--- config.mk ---
export PLATFORM = sky130hd
export DESIGN_NAME = patbuf_arb
export DESIGN_NICKNAME = d
export VERILOG_FILES = /design/src/rtl/patbuf_arb.sv
export SDC_FILE = /design/constraint.sdc
export NUM_CORES = 1
export LEC_CHECK = 0
export CORE_MARGIN = 2
export CORE_UTILIZATION = 27
export DETAILED_ROUTE_END_ITERATION = 10
export GPL_TIMING_DRIVEN = 0
export PLACE_DENSITY = 0.81
export SLEW_MARGIN = 10
export SYNTH_ARGS = -nofsm -noshare
export SYNTH_HDL_FRONTEND = slang
export SYNTH_SLANG_ARGS = --single-unit
--- constraint.sdc ---
create_clock -name clk -period 1.95 [get_ports clk]
set_input_delay 0.39 -clock clk [delete_from_list [all_inputs] [get_ports clk]]
set_output_delay 0.39 -clock clk [all_outputs]
set_load 0.02 [all_outputs]
--- src/rtl/patbuf_arb.sv ---
// Arbiter for the pattern-buffer field RAM: the core, a host loader and an output streamer
// share a single RAM port. Grants have zero latency. Read data is returned with a one-cycle tag.
module patbuf_arb #(
  parameter int adr_width    = 8,
  parameter int d_width      = 8,
  parameter int starve_limit = 4
) (
  input  logic                 clk,
  input  logic                 rst,
  input  logic                 core_req,
  input  logic                 core_we,
  input  logic [adr_width-1:0] core_adr,
  input  logic [d_width-1:0]   core_wdata,
  output logic                 core_gnt,
  output logic                 core_rvalid,
  output logic [d_width-1:0]   core_rdata,
  input  logic                 host_valid,
  input  logic [adr_width-1:0] host_adr,
  input  logic [d_width-1:0]   host_wdata,
  output logic                 host_ready,
  input  logic                 str_req,
  input  logic [adr_width-1:0] str_adr,
  output logic                 str_gnt,
  output logic                 str_rvalid,
  output logic [d_width-1:0]   str_rdata,
  output logic                 ram_en,
  output logic                 ram_we,
  output logic [adr_width-1:0] ram_adr,
  output logic [d_width-1:0]   ram_wdata,
  input  logic [d_width-1:0]   ram_rdata
);

  typedef enum logic [1:0] {
    TAG_NONE = 2'd0,
    TAG_CORE = 2'd1,
    TAG_STR  = 2'd2
  } tag_t;

  localparam logic [2:0] STARVE_LIM = 3'(starve_limit);

  tag_t       r_rd_tag;
  tag_t       w_rd_tag_nxt;
  logic [2:0] r_wait_cnt;
  logic [2:0] w_wait_nxt;
  logic       r_rr_last;
  logic       w_rr_nxt;
  logic       w_starve;
  logic       w_low_pend;
  logic       w_low_win;
  logic       w_pick_str;
  logic       w_core_gnt;
  logic       w_host_gnt;
  logic       w_str_gnt;

  assign w_starve = (r_wait_cnt >= STARVE_LIM);

  // Winner selection; rst forces every grant low so nothing reaches the RAM during reset
  always_comb begin
    w_low_pend = host_valid | str_req;
    w_low_win  = 1'b0;
    w_pick_str = 1'b0;
    w_core_gnt = 1'b0;
    w_host_gnt = 1'b0;
    w_str_gnt  = 1'b0;
    if (host_valid && str_req) begin
      w_pick_str = ~r_rr_last;
    end else begin
      w_pick_str = str_req;
    end
    if (w_low_pend && (w_starve || !core_req)) begin
      w_low_win = 1'b1;
    end else begin
      w_low_win = 1'b0;
    end
    if (rst) begin
      w_core_gnt = 1'b0;
      w_host_gnt = 1'b0;
      w_str_gnt  = 1'b0;
    end else begin
      w_core_gnt = core_req & ~w_low_win;
      w_host_gnt = w_low_win & ~w_pick_str;
      w_str_gnt  = w_low_win & w_pick_str;
    end
  end

  // RAM bus mux: an idle bus is driven to all zeros
  always_comb begin
    ram_we    = 1'b0;
    ram_adr   = '0;
    ram_wdata = '0;
    if (w_core_gnt) begin
      ram_we    = core_we;
      ram_adr   = core_adr;
      ram_wdata = core_wdata;
    end else if (w_host_gnt) begin
      ram_we    = 1'b1;
      ram_adr   = host_adr;
      ram_wdata = host_wdata;
    end else if (w_str_gnt) begin
      ram_we    = 1'b0;
      ram_adr   = str_adr;
      ram_wdata = '0;
    end else begin
      ram_we    = 1'b0;
      ram_adr   = '0;
      ram_wdata = '0;
    end
  end

  // Next state for the starvation counter, round-robin pointer and read-return tag
  always_comb begin
    w_wait_nxt   = r_wait_cnt;
    w_rr_nxt     = r_rr_last;
    w_rd_tag_nxt = TAG_NONE;
    if (w_host_gnt || w_str_gnt) begin
      w_wait_nxt = 3'd0;
    end else if (w_low_pend) begin
      if (r_wait_cnt != 3'd7) begin
        w_wait_nxt = r_wait_cnt + 3'd1;
      end else begin
        w_wait_nxt = r_wait_cnt;
      end
    end else begin
      w_wait_nxt = 3'd0;
    end
    if (w_host_gnt) begin
      w_rr_nxt = 1'b0;
    end else if (w_str_gnt) begin
      w_rr_nxt = 1'b1;
    end else begin
      w_rr_nxt = r_rr_last;
    end
    if (w_core_gnt && !core_we) begin
      w_rd_tag_nxt = TAG_CORE;
    end else if (w_str_gnt) begin
      w_rd_tag_nxt = TAG_STR;
    end else begin
      w_rd_tag_nxt = TAG_NONE;
    end
  end

  // State registers; the tag clears on reset so that a read in flight returns no rvalid
  always_ff @(posedge clk or posedge rst) begin
    if (rst) begin
      r_wait_cnt <= 3'd0;
      r_rr_last  <= 1'b1;
      r_rd_tag   <= TAG_NONE;
    end else begin
      r_wait_cnt <= w_wait_nxt;
      r_rr_last  <= w_rr_nxt;
      r_rd_tag   <= w_rd_tag_nxt;
    end
  end

  assign core_gnt    = w_core_gnt;
  assign host_ready  = w_host_gnt;
  assign str_gnt     = w_str_gnt;
  assign ram_en      = w_core_gnt | w_host_gnt | w_str_gnt;
  assign core_rvalid = (r_rd_tag == TAG_CORE);
  assign str_rvalid  = (r_rd_tag == TAG_STR);
  assign core_rdata  = ram_rdata;
  assign str_rdata   = ram_rdata;

endmodule

==> impl_metrics.env <==
export IMPL_synth_top_cell_area_share_pct=15.9
export IMPL_htreeDepth=1
export IMPL_max_slew_margin_pct=84.4
export IMPL_coreArea_mm2=0.00278
export IMPL_grt_pass1_vias=1114
export IMPL_first_pass_iters=4
export IMPL_hpwl_mm=2.60
export IMPL_crit_required_ns=1.56
export IMPL_violations="negative setup slack"
export IMPL_finalCriticalPeriod_ns=2.03
export IMPL_nNetsFinal=254
export IMPL_drive_above_1_share_pct=35.5
export IMPL_ys_types=29
export IMPL_routabilityCongestion=0.767
export IMPL_cp_start_kind="flip-flop"
export IMPL_synth_top_area_cell="buf_4"
export IMPL_dieArea_mm2=0.00343
export IMPL_io_buffer_count=84
export IMPL_power_density_mw_per_mm2=544
export IMPL_syn_inst=97
export IMPL_clkTransAtPathRegs_ns=0.05
export IMPL_worstPathMaxFanout=5
export IMPL_fmax_mhz=493
export IMPL_setup_slack_ns=-0.0779
export IMPL_grt_pass1_wl_mm=5.00
export IMPL_holdWs_ns=0.324
export IMPL_arrival_ns=1.64
export IMPL_status="complete, but fails checks"
export IMPL_worst_pin_slew_ns=0.233
export IMPL_min_path_type="input port to asynchronous set/reset pin"
export IMPL_syn_avg_cell_area_um2=8.28
export IMPL_vdd_ir_drop_max_uv=374
export IMPL_leakage_nw=0.828
export IMPL_overflow=0
export IMPL_num_rows=19
export IMPL_antenna_found_initial=0
export IMPL_cts_tree="done"
export IMPL_routed_wl_mm=3.34
export IMPL_mostFrequentLayoutCells="clkdlybuf4s50_1, buf_4, buf_6"
export IMPL_ys_seq_area_share_pct=18.8
export IMPL_routed_via_density=4.88
export IMPL_yosysWarnings=0
export IMPL_detail_route_wl_per_cell_um=14.6
export IMPL_antenna_cells=0
export IMPL_synthesis_area_um2=803
export IMPL_layout_worst_path_cycle_share_pct=104
export IMPL_vias=1113
export IMPL_root_buffer="clkbuf_4"
export IMPL_synthTopCellsByArea="buf_4, dfrtp_1, a22o_1, nor3_1, a31oi_1"
export IMPL_worst_skew_pair_late_latency_ns=0.26
export IMPL_power_total_mw=0.980
export IMPL_rsz0062_at_grt="true"
export IMPL_skew_ns=0.00708
export IMPL_cts_buffers=3
export IMPL_initial_core_util_pct=28.9
export IMPL_dieWidth_um=58.5
export IMPL_layout_commonest_cell="clkdlybuf4s50_1"
export IMPL_drtIter0Drc=22
export IMPL_ant_nets=0
export IMPL_setup_viol=13
export IMPL_area_growth_pct=124
export IMPL_cts_path_max_buffers=2
export IMPL_io_pins=93
export IMPL_synth_nets=153
export IMPL_crit_path_end_kind="output port"
export IMPL_drc=0
export IMPL_clock_sinks=6
export IMPL_ys_ff_latch=6
export IMPL_critPathKind="flip-flop to output port"
export IMPL_cap_violations=0
export IMPL_grtUsageTotal_pct=19.1
export IMPL_grt_max_degree=16
export IMPL_die_height_um=58.5
export IMPL_hold_viol=0
export IMPL_drv_slew=0
==> logic make-up (layout without fill, tap and decap cells) <==
family,Yosys count,after routing,synth area share (%)
compound gates,21,21,21.2
xor+xnor,1,1,1.09
fa+ha+maj,2,2,3.11
buf+inv,25,125,23.4
flops,6,6,18.8
mux,2,2,2.49
simple gates,40,40,29.9
==> worst paths after layout <==
check / start / to / slack, ns / cells past startpoint
worst max-delay path: r_rr_last / ram_wdata[0] / -0.08 / 5
worst min-delay path: rst / r_wait_cnt[1] / 0.32 / 3
worst max register to register: r_wait_cnt[2] / r_wait_cnt[0] / 0.63 / 5
worst min register to register: r_wait_cnt[1] / r_wait_cnt[1] / 0.63 / 2
max in group asynchronous: rst / r_rr_last / 1.38 / 3
min in group clk: str_req / r_rr_last / 0.49 / 3
==> power breakdown <==
group          switching [mW]  internal, mW  total [mW]
registers              0.0275         0.163       0.190
logic                   0.296         0.363       0.659
clock network          0.0532        0.0780       0.131
==> metrics by stage <==
stage	TNS (ns)	instance area, um^2	util, %	instances	setup slack (ns)
final	-0.513	1800	64.7	228	-0.0779
after global routing	-1.53	1800	64.7	228	-0.130
after CTS	-0.580	1800	64.8	227	-0.0743
after detailed placement	-17.42	1680	60.5	212	-1.04
after global placement	-16.87	1680	60.5	212	-0.984
after floorplan	0	803	-	97	0.0618
==> flip-flops by register name, summed over array words and instances, names as in the netlist <==
name / flops
r_rd_tag: 2
r_rr_last: 1
r_wait_cnt: 3
==> timing repair <==
item | CTS | global route
hold buffers | 0 | 0
setup endpoints to repair | 21 | 19
endpoints found under the hold margin | 0 | 0
buffers inserted | 9 | 2
pin swaps | 6 | 3
cloned | 2 | 0
gates resized for setup | 124 | 8
==> layer usage <==
metal  vias to the layer above  track usage (%)  part of all wire, %
li1                        551                -                    -
met1                       484             19.3                   35
met2                        73             36.8                   51
met3                         5             5.05                   13
met4                         0             6.98                  1.4
met5                         -                0                    0
==> cell type report <==
type                    instances  area, um^2
flip-flops and latches          6         151
multi-input cells              66         500
plain buffers                  22         178
fillers                       232         981
repair buffers                 96         877
clock buffers                   4        26.3
well taps                      31        38.8
inverters                       2        20.0
repair inverters                1        8.76
==> critical path, cell delays in order, from the launching register on <==
cell and delay [ns]:
dfstp_2 0.57, nand2b_4 0.14, and4_4 0.25, buf_6 0.12, a22o_1 0.18, buf_6 0.13
==> synthesized netlist by cell type, drive strengths merged <==
master and number:
nor3b 3, a221o 3, a22o 8, and3 2, nand2b 3, nor2b 2, xor2 1, dfstp 1
and2 1, nand4 5, mux2i 2, inv 1, o21a 1, nand2 5, clkbuf 2, buf 21
nand4b 5, nor2 3, nor3 9, and4 1, or2 1, ha 2, clkinv 1, a21boi 1
dfrtp 5, a21o 1, a31oi 7
No activity file was read; power rests on OpenSTA's default activity.
